[config.mk]
export PLATFORM = sky130hd
export DESIGN_NAME = toggle_decoder
export DESIGN_NICKNAME = d
export VERILOG_FILES = /design/src/rtl/toggle_decoder.sv
export SDC_FILE = /design/constraint.sdc
export NUM_CORES = 1
export LEC_CHECK = 0
export CAP_MARGIN = 20
export CORE_MARGIN = 4
export CORE_UTILIZATION = 53
export DETAILED_ROUTE_END_ITERATION = 8
export PLACE_DENSITY = 0.77
export SYNTH_ARGS = -nofsm -noshare
export SYNTH_HDL_FRONTEND = slang
export SYNTH_SLANG_ARGS = --single-unit
[constraint.sdc]
create_clock -name clk -period 1.75 [get_ports clk]
set_input_delay 0.2625 -clock clk [delete_from_list [all_inputs] [get_ports clk]]
set_output_delay 0.2625 -clock clk [all_outputs]
set_load 0.02 [all_outputs]
[src/rtl/toggle_decoder.sv]
// -----------------------------------------------------------------------------
// toggle_decoder
//
// Decodes a toggle-encoded serial line. The line toggles for a 1 bit and holds
// for a 0 bit. Decoded bits slide into an 8-bit shift register. In HUNT the
// register is searched for SYNC_WORD. In LOCKED every eight decoded bits form a
// byte, which is handed to a consumer through a valid/ready hold register with
// a sticky overrun flag. A run of IDLE_LIMIT cycles without a new bit while
// LOCKED drops the decoder back to HUNT.
//
// Ports
//   clk        in   single clock, rising edge
//   rst_n      in   asynchronous active-low reset
//   en         in   line_in carries a new encoded bit this cycle
//   line_in    in   toggle-encoded line level
//   ready      in   consumer accepts data_out this cycle
//   ovr_clr    in   pulse that clears overrun
//   bit_out    out  registered decoded bit
//   bit_valid  out  bit_out is valid this cycle (one cycle after en)
//   data_out   out  assembled byte, first received bit in bit 0
//   data_valid out  data_out is held for the consumer
//   locked     out  decoder is in LOCKED
//   overrun    out  sticky: a completed byte was dropped
// -----------------------------------------------------------------------------
module toggle_decoder #(
  parameter logic [7:0]  SYNC_WORD  = 8'hA5,
  parameter int unsigned IDLE_LIMIT = 16     // legal range 1..255
) (
  input  logic       clk,
  input  logic       rst_n,
  input  logic       en,
  input  logic       line_in,
  input  logic       ready,
  input  logic       ovr_clr,
  output logic       bit_out,
  output logic       bit_valid,
  output logic [7:0] data_out,
  output logic       data_valid,
  output logic       locked,
  output logic       overrun
);

  typedef enum logic {
    HUNT   = 1'b0,
    LOCKED = 1'b1
  } state_e;

  // Idle count value whose next en=0 cycle reaches IDLE_LIMIT.
  localparam logic [7:0] IDLE_LAST = 8'(IDLE_LIMIT - 1);

  state_e     state_q, state_d;
  logic       prev_line_q, prev_line_d;
  logic [7:0] sr_q, sr_d;
  logic [2:0] bit_cnt_q, bit_cnt_d;
  logic [7:0] idle_cnt_q, idle_cnt_d;
  logic       bit_out_q, bit_out_d;
  logic       bit_valid_q, bit_valid_d;
  logic [7:0] data_out_q, data_out_d;
  logic       data_valid_q, data_valid_d;
  logic       locked_q, locked_d;
  logic       overrun_q, overrun_d;

  logic       dec_bit;
  logic       byte_done;
  logic       ovr_set;

  assign dec_bit = line_in ^ prev_line_q;

  always_comb begin
    // NOTE: every signal written here gets a default first, so no path can
    // leave one unassigned and infer a latch.
    state_d      = state_q;
    prev_line_d  = prev_line_q;
    sr_d         = sr_q;
    bit_cnt_d    = bit_cnt_q;
    idle_cnt_d   = idle_cnt_q;
    bit_out_d    = bit_out_q;
    bit_valid_d  = 1'b0;
    data_out_d   = data_out_q;
    data_valid_d = data_valid_q;
    byte_done    = 1'b0;
    ovr_set      = 1'b0;

    // Decode and slide the window; the newest bit enters at the MSB.
    if (en) begin
      prev_line_d = line_in;
      sr_d        = {dec_bit, sr_q[7:1]};
      bit_out_d   = dec_bit;
      bit_valid_d = 1'b1;
      idle_cnt_d  = '0;
    end

    case (state_q)
      HUNT: begin
        // Compare the window after this cycle's shift, not the old one.
        if (en && (sr_d == SYNC_WORD)) begin
          state_d   = LOCKED;
          bit_cnt_d = '0;
        end
      end
      LOCKED: begin
        if (en) begin
          // Counter wraps 7 -> 0 on the byte's last bit.
          bit_cnt_d = bit_cnt_q + 3'd1;
          byte_done = (bit_cnt_q == 3'd7);
        end else if (idle_cnt_q == IDLE_LAST) begin
          // Lock loss drops the partial byte; the held output byte stays.
          state_d    = HUNT;
          bit_cnt_d  = '0;
          idle_cnt_d = '0;
        end else begin
          idle_cnt_d = idle_cnt_q + 8'd1;
        end
      end
      default: state_d = HUNT;
    endcase

    // Output hold register: a new byte may replace the held one only if the
    // consumer takes the held one in the same cycle.
    if (byte_done) begin
      if (!data_valid_q || ready) begin
        data_out_d   = sr_d;
        data_valid_d = 1'b1;
      end else begin
        ovr_set = 1'b1;
      end
    end else if (ready) begin
      data_valid_d = 1'b0;
    end

    // A new overrun wins over a coincident clear.
    overrun_d = ovr_set | (overrun_q & ~ovr_clr);
    locked_d  = (state_d == LOCKED);
  end

  // NOTE: sequential state uses non-blocking assignments so every flop samples
  // the pre-edge value of every other flop.
  always_ff @(posedge clk or negedge rst_n) begin
    if (!rst_n) begin
      state_q      <= HUNT;
      prev_line_q  <= 1'b0;
      sr_q         <= '0;
      bit_cnt_q    <= '0;
      idle_cnt_q   <= '0;
      bit_out_q    <= 1'b0;
      bit_valid_q  <= 1'b0;
      data_out_q   <= '0;
      data_valid_q <= 1'b0;
      locked_q     <= 1'b0;
      overrun_q    <= 1'b0;
    end else begin
      state_q      <= state_d;
      prev_line_q  <= prev_line_d;
      sr_q         <= sr_d;
      bit_cnt_q    <= bit_cnt_d;
      idle_cnt_q   <= idle_cnt_d;
      bit_out_q    <= bit_out_d;
      bit_valid_q  <= bit_valid_d;
      data_out_q   <= data_out_d;
      data_valid_q <= data_valid_d;
      locked_q     <= locked_d;
      overrun_q    <= overrun_d;
    end
  end

  assign bit_out    = bit_out_q;
  assign bit_valid  = bit_valid_q;
  assign data_out   = data_out_q;
  assign data_valid = data_valid_q;
  assign locked     = locked_q;
  assign overrun    = overrun_q;

endmodule
==> results of run 1 <==
area by class of cell:
type | instances | area [µm²] | area share (%)
Clock buffer | 6 | 41.3 | 2.31
Inverter | 7 | 26.3 | 1.47
Tap cell | 30 | 37.5 | 2.10
Sequential cell | 33 | 826 | 46.3
Clock inverter | 2 | 10.0 | 0.561
Timing Repair Buffer | 30 | 273 | 15.3
Multi-Input combinational cell | 74 | 572 | 32.0
routing by layer:
layer	up-vias	GRT usage, %
met4	0	6.96
met1	468	21.0
met2	17	24.8
met5	-	0
met3	4	6.70
li1	482	-
stage by stage:
step | power, W | TNS [ns] | setup slack, ns | util [%]
finish | 0.00205 | 0 | 0.145 | 70.2
global route | 0.00220 | 0 | 0.0584 | 70.2
detailed placement | 0.00169 | -0.134 | -0.0371 | 68.0
global placement | 0.00165 | 0 | 0.0111 | 68.0
floorplan | 0.00141 | 0 | 0.195 | -
CTS | 0.00209 | 0 | 0.0399 | 70.1
worst max-delay path, stage by stage (launching register included):
cell	delay [ns]
dfrtp_1	0.43
or3_4	0.43
o311ai_2	0.28
buf_4	0.18
or3_1	0.09
o21ai_0	0.08
cell usage in the layout, fill, tap and decap left out, types with 2 or more instances in the layout:
cell type,netlist,final
o21ai_1,2,2
o21ai_0,5,5
clkbuf_4,0,5
a21oi_1,6,6
nand2_1,9,9
clkinv_2,0,2
buf_4,0,12
mux2_2,16,16
xnor2_1,2,2
dfrtp_1,33,33
clkdlybuf4s50_1,0,17
nand4bb_1,2,2
o21a_1,2,2
nor2_1,4,4
nand3_1,7,7
inv_1,7,7
or3_1,2,2
ha_1,3,3
power groups by stage:
stage,Sequential (W),Combinational [W],Clock [W]
5_1_grt,0.00108,0.000680,0.000443
6_report,0.00105,0.000613,0.000389
2_1_floorplan,0.00112,0.000283,0
3_5_place_dp,0.00106,0.000625,0
4_1_cts,0.00105,0.000624,0.000415
3_3_place_gp,0.00105,0.000601,0
flip-flops by register name (all words and copies together) (netlist names):
name / count
data_valid: 1
sr_q: 8
bit_cnt_q: 3
bit_valid: 1
overrun: 1
idle_cnt_q: 8
locked: 1
data_out: 8
bit_out: 1
prev_line_q: 1
kinds of logic after synthesis:
kind of cell,Yosys count
adders and majority gates,3
DFF,33
AOI/OAI and AO/OA,22
and+or+nand+nor,30
xor gates and xnor gates,3
muxes,16
buffers and inverters,11
how the worst max path moves through the flow:
stage	end	cells past startpoint
4_1_cts	locked	1
6_report	idle_cnt_q[5]	5
5_1_grt	idle_cnt_q[5]	5
3_5_place_dp	bit_cnt_q[1]	6
3_3_place_gp	idle_cnt_q[7]	6
2_1_floorplan	idle_cnt_q[7]	5
cells in the mapped netlist, drive strengths merged:
cell type	count	area (µm²)
o311a	1	21.3
nor2b	1	6.26
nor4	1	6.26
nand3	7	35.0
inv	7	26.3
or3	3	23.8
xnor2	2	17.5
nand2	9	33.8
ha	3	37.5
o211ai	1	7.51
xor2	1	8.76
mux2	16	180
dfrtp	33	826
a211o	1	8.76
nand2b	1	6.26
nor2	4	15.0
a22o	1	8.76
nand4bb	2	22.5
or4	1	7.51
o21ai	7	35.0
or2	1	6.26
a21oi	7	46.3
o21a	2	15.0
buf	4	20.0
o311ai	1	16.3
o22ai	1	6.26
repair_timing:
item                                    CTS  global route
hold endpoints to repair                  0             0
endpoints found under the setup margin    0             1
gates resized for setup                   0             1
==> results.sh, run 1 <==
export IMPL_first_global_vias=1019
export IMPL_final_cell_area_um2=1790
export IMPL_drc=0
export IMPL_power_frac_clock_pct=19.0
export IMPL_wl_met1_um=1160
export IMPL_area_growth_syn_to_layout_pct=23.7
export IMPL_min_period_ns=1.61
export IMPL_rsz0062_at_grt="false"
export IMPL_ys_seq_area_share_pct=57.2
export IMPL_cts_sinks=33
export IMPL_die_x_um=60.2
export IMPL_dr_total_vias=971
export IMPL_antenna_found_initial=0
export IMPL_cp_start_kind="flop"
export IMPL_cts_hold_fix_buffers=0
export IMPL_path_max_fanout=5
export IMPL_wirelength_um=2500
export IMPL_reg2reg_slack_ns=0.14
export IMPL_worstSetupEndpointType="flop"
export IMPL_yosys_cell_types_count=29
export IMPL_nNetsFinal=160
export IMPL_grt_max_degree=34
export IMPL_worstMarginPinSlew_ns=0.404
export IMPL_comb_power_share_pct=29.9
export IMPL_status="completed"
export IMPL_synthSimpleGateAreaFrac_pct=11.3
export IMPL_grt_pass1_wl_um=4390
export IMPL_synth_fa_ha_area_share_pct=2.60
export IMPL_arrival_ns=1.81
export IMPL_ant_nets=0
export IMPL_drv_cap=0
export IMPL_setup_viol=0
export IMPL_worst_slew_margin_rel_pct=73.1
export IMPL_timing_hold_ws_ns=0.318
export IMPL_clockRootBuffer="clkbuf_4"
export IMPL_p_sw_share_pct=31.0
export IMPL_start_util_pct=56.7
export IMPL_ff2ff_path_depth=5
export IMPL_fin_skew_ns=0.00848
export IMPL_clkLatencyLatePin_ns=0.32
export IMPL_hold_violations=0
export IMPL_synth_compound_area_share_pct=11.4
export IMPL_die_y_um=60.2
export IMPL_vdd_drop_max_uv=996
export IMPL_vias_per_cell=5.34
export IMPL_min_path_type="in -> async"
export IMPL_r2r_end="idle_cnt_q[5]"
export IMPL_worstReg2RegStart="idle_cnt_q[5]"
export IMPL_period_share_pct=91.7
export IMPL_syn_num_nets=127
export IMPL_synth_top_family_by_area="multiplexers"
export IMPL_drive_gt1_share_pct=25.7
export IMPL_fin_cells=182
export IMPL_globalplace_congestion=0.792
export IMPL_top_layer="met4"
export IMPL_dr_wl_met2_um=1180
export IMPL_pwr_share_seq_pct=51.2
export IMPL_fmax_mhz=623
export IMPL_syn_area_per_cell_um2=12.2
export IMPL_p_int_w=0.00142
export IMPL_synthesis_area_um2=1440
export IMPL_numCtsBuffers=5
export IMPL_post_dp_hpwl_um=1870
export IMPL_drt_iter0_drc=23
export IMPL_core_area_um2=2540
export IMPL_required_ns=1.96
export IMPL_dp_cells=174
export IMPL_cp_startpoint="idle_cnt_q[5]"
export IMPL_fillers=188
export IMPL_synth_xor_area_share_pct=1.82
export IMPL_crit_type="reg -> reg"
export IMPL_drv_slew=0
export IMPL_p_leak_nw=0.789
export IMPL_synth_seq_cells=33
export IMPL_gr_total_overflow=0
export IMPL_port_buffers=18
export IMPL_syn_inst=118
export IMPL_ios=19
export IMPL_cts_tree="built"
export IMPL_clock_path_buffers=2
export IMPL_placed_area_um2=1730
export IMPL_cts_htree_levels=2
export IMPL_power_density_nw_per_um2=1150
export IMPL_yosysWarningCount=0
export IMPL_clkSlewWorstSetupHoldPaths_ns=0.09
export IMPL_fp_row_count=18
export IMPL_wl_met3_um=117
export IMPL_drtPass1Iterations=3
export IMPL_num_antenna_cells=0
export IMPL_switching_power_w=0.000637
export IMPL_synthMuxAreaShare_pct=12.5
export IMPL_grtUsageTotal_pct=16.5
export IMPL_die_area_um2=3620
export IMPL_wl_per_cell_um=13.7
export IMPL_cts_setup_buffers=0
Note: power is estimated with default switching activity, not from simulation.
==> inputs of run 2 (changes only) <==
--- a/config.mk
+++ b/config.mk
@@ -10,6 +10,7 @@
 export CORE_UTILIZATION = 53
 export DETAILED_ROUTE_END_ITERATION = 8
 export PLACE_DENSITY = 0.77
+export SLEW_MARGIN = 20
 export SYNTH_ARGS = -nofsm -noshare
 export SYNTH_HDL_FRONTEND = slang
 export SYNTH_SLANG_ARGS = --single-unit
==> results of run 2 <==
Final layout, timing and power as in run 1 (identical DEF).
==> inputs of run 3 (changes only) <==
--- a/config.mk
+++ b/config.mk
@@ -10,6 +10,7 @@
 export CORE_UTILIZATION = 53
 export DETAILED_ROUTE_END_ITERATION = 8
 export PLACE_DENSITY = 0.77
+export REMOVE_ABC_BUFFERS = 1
 export SLEW_MARGIN = 20
 export SYNTH_ARGS = -nofsm -noshare
 export SYNTH_HDL_FRONTEND = slang
==> run 3 against run 2 <==
Against the previous run:
- hold slack better by 0.0087 ns
- fmax fell by 0.32%
- utilization up 0.34 points
- non-clock buffer count up 1
- clock power rose by 5.9%
- largest cell class unchanged
- largest power group unchanged
- highest routed layer is now met3
==> results.sh, run 3 (synthesis gave the netlist of run 1 again) <==
export IMPL_status="completed"
export IMPL_fmax_mhz=621
export IMPL_port_buffers=18
export IMPL_gr_total_overflow=0
export IMPL_worstReg2RegStart="idle_cnt_q[0]"
export IMPL_die_area_um2=3620
export IMPL_min_period_ns=1.61
export IMPL_numCtsBuffers=5
export IMPL_wl_per_cell_um=14.1
export IMPL_ios=19
export IMPL_nNetsFinal=161
export IMPL_antenna_found_initial=0
export IMPL_tns_ns=0
export IMPL_worst_slew_margin_rel_pct=73.3
export IMPL_crit_type="reg -> reg"
export IMPL_start_util_pct=56.7
export IMPL_cts_tree="built"
export IMPL_first_global_vias=988
export IMPL_drtPass1Iterations=4
export IMPL_r2r_end="bit_cnt_q[0]"
export IMPL_fin_cells=182
export IMPL_reg2reg_slack_ns=0.14
export IMPL_clockRootBuffer="clkbuf_4"
export IMPL_drive_gt1_share_pct=25.7
export IMPL_fp_row_count=18
export IMPL_period_share_pct=92.0
export IMPL_power_density_nw_per_um2=1160
export IMPL_drt_iter0_drc=18
export IMPL_grtUsageTotal_pct=17.2
export IMPL_setup_viol=0
export IMPL_worstMarginPinSlew_ns=0.401
export IMPL_die_x_um=60.2
export IMPL_post_cts_resized=0
export IMPL_dr_total_vias=985
export IMPL_clkLatencyLatePin_ns=0.32
export IMPL_layout_common_cells="dfrtp_1 (33), clkdlybuf4s50_1 (18), mux2_2 (16)"
export IMPL_drv_cap=0
export IMPL_arrival_ns=1.82
export IMPL_fin_skew_ns=0.00143
export IMPL_final_common_cell="dfrtp_1"
export IMPL_num_antenna_cells=0
export IMPL_grt_max_degree=34
export IMPL_drv_slew=0
export IMPL_clkSlewWorstSetupHoldPaths_ns=0.09
export IMPL_area_growth_syn_to_layout_pct=24.3
export IMPL_core_area_um2=2540
export IMPL_globalplace_congestion=0.748
export IMPL_vdd_drop_max_uv=972
export IMPL_vias_per_cell=5.41
export IMPL_cp_startpoint="idle_cnt_q[0]"
export IMPL_cts_sinks=33
export IMPL_worstSetupEndpointType="flop"
export IMPL_dp_cells=175
export IMPL_required_ns=1.96
export IMPL_crit_path_end="bit_cnt_q[0]"
export IMPL_die_y_um=60.2
export IMPL_grt_pass1_wl_um=4490
export IMPL_hold_violations=0
export IMPL_wirelength_um=2560
export IMPL_min_path_type="in -> async"
export IMPL_rsz0062_at_grt="false"
export IMPL_cts_hold_fix_buffers=0
export IMPL_p_leak_nw=0.784
export IMPL_cts_setup_buffers=0
export IMPL_cp_start_kind="flop"
export IMPL_post_dp_hpwl_um=1930
export IMPL_ant_nets=0
export IMPL_cts_htree_levels=2
export IMPL_clock_path_buffers=2
export IMPL_path_max_fanout=5
export IMPL_drc=0
export IMPL_ff2ff_path_depth=6
[run 3: cell count changes in the layout (fill, tap and decap cells not counted)]
cell	previous run	this run
clkinv_2	2	0
dlymetal6s2s_1	1	0
clkdlybuf4s50_1	17	18
buf_4	12	13
clkbuf_8	0	1
[run 3: worst min path at each step]
| stage | depth (start not counted) | to | slack (ns) |
|---|---|---|---|
| 2_1_floorplan | 0 | bit_cnt_q[0] | -0.03 |
| 3_5_place_dp | 1 | bit_out | 0.47 |
| 5_1_grt | 2 | idle_cnt_q[3] | 0.36 |
| 3_3_place_gp | 1 | bit_out | 0.46 |
| 6_report | 2 | idle_cnt_q[0] | 0.33 |
| 4_1_cts | 2 | idle_cnt_q[1] | 0.33 |
[run 3: critical path, cell delays in order, from the launching register on]
cell and delay [ns]:
dfrtp_1 0.39, ha_1 0.17, nand3_1 0.14, buf_4 0.18
o311a_4 0.39, a21oi_4 0.14, a21oi_1 0.08
[run 3: report_power, final]
group	internal, W	total, W	switching, W
clock	0.000189	0.000412	0.000223
sequential	0.000937	0.00105	0.000111
combinational	0.000333	0.000627	0.000294
[run 3: layout make-up]
type / count / area, µm²
multi-input cells: 74 / 572
clock buffers: 7 / 55.1
repair buffers: 31 / 278
inverters: 7 / 26.3
fillers: 195 / 751
flip-flops and latches: 33 / 826
well taps: 30 / 37.5
[run 3: per-stage QoR]
step                      hold slack (ns)  setup WS, ns  instance area, µm²  total power (W)  util (%)
after detailed placement            0.470       -0.0917                1740          0.00169      68.3
after floorplan                   -0.0331        0.0431                1420          0.00139         -
after global placement              0.465       -0.0619                1740          0.00166      68.3
final                               0.327         0.139                1790          0.00209      70.5
after global routing                0.357        0.0152                1790          0.00222      70.5
after CTS                           0.329         0.137                1790          0.00212      70.5
[run 3: per-layer routing]
layer | share of wire, % | vias up | GRT usage [%]
met5 | 0 | - | 0
met4 | 0 | 0 | 4.75
met3 | 4.4 | 0 | 7.13
met2 | 49 | 18 | 27.6
met1 | 47 | 479 | 21.4
li1 | - | 488 | -
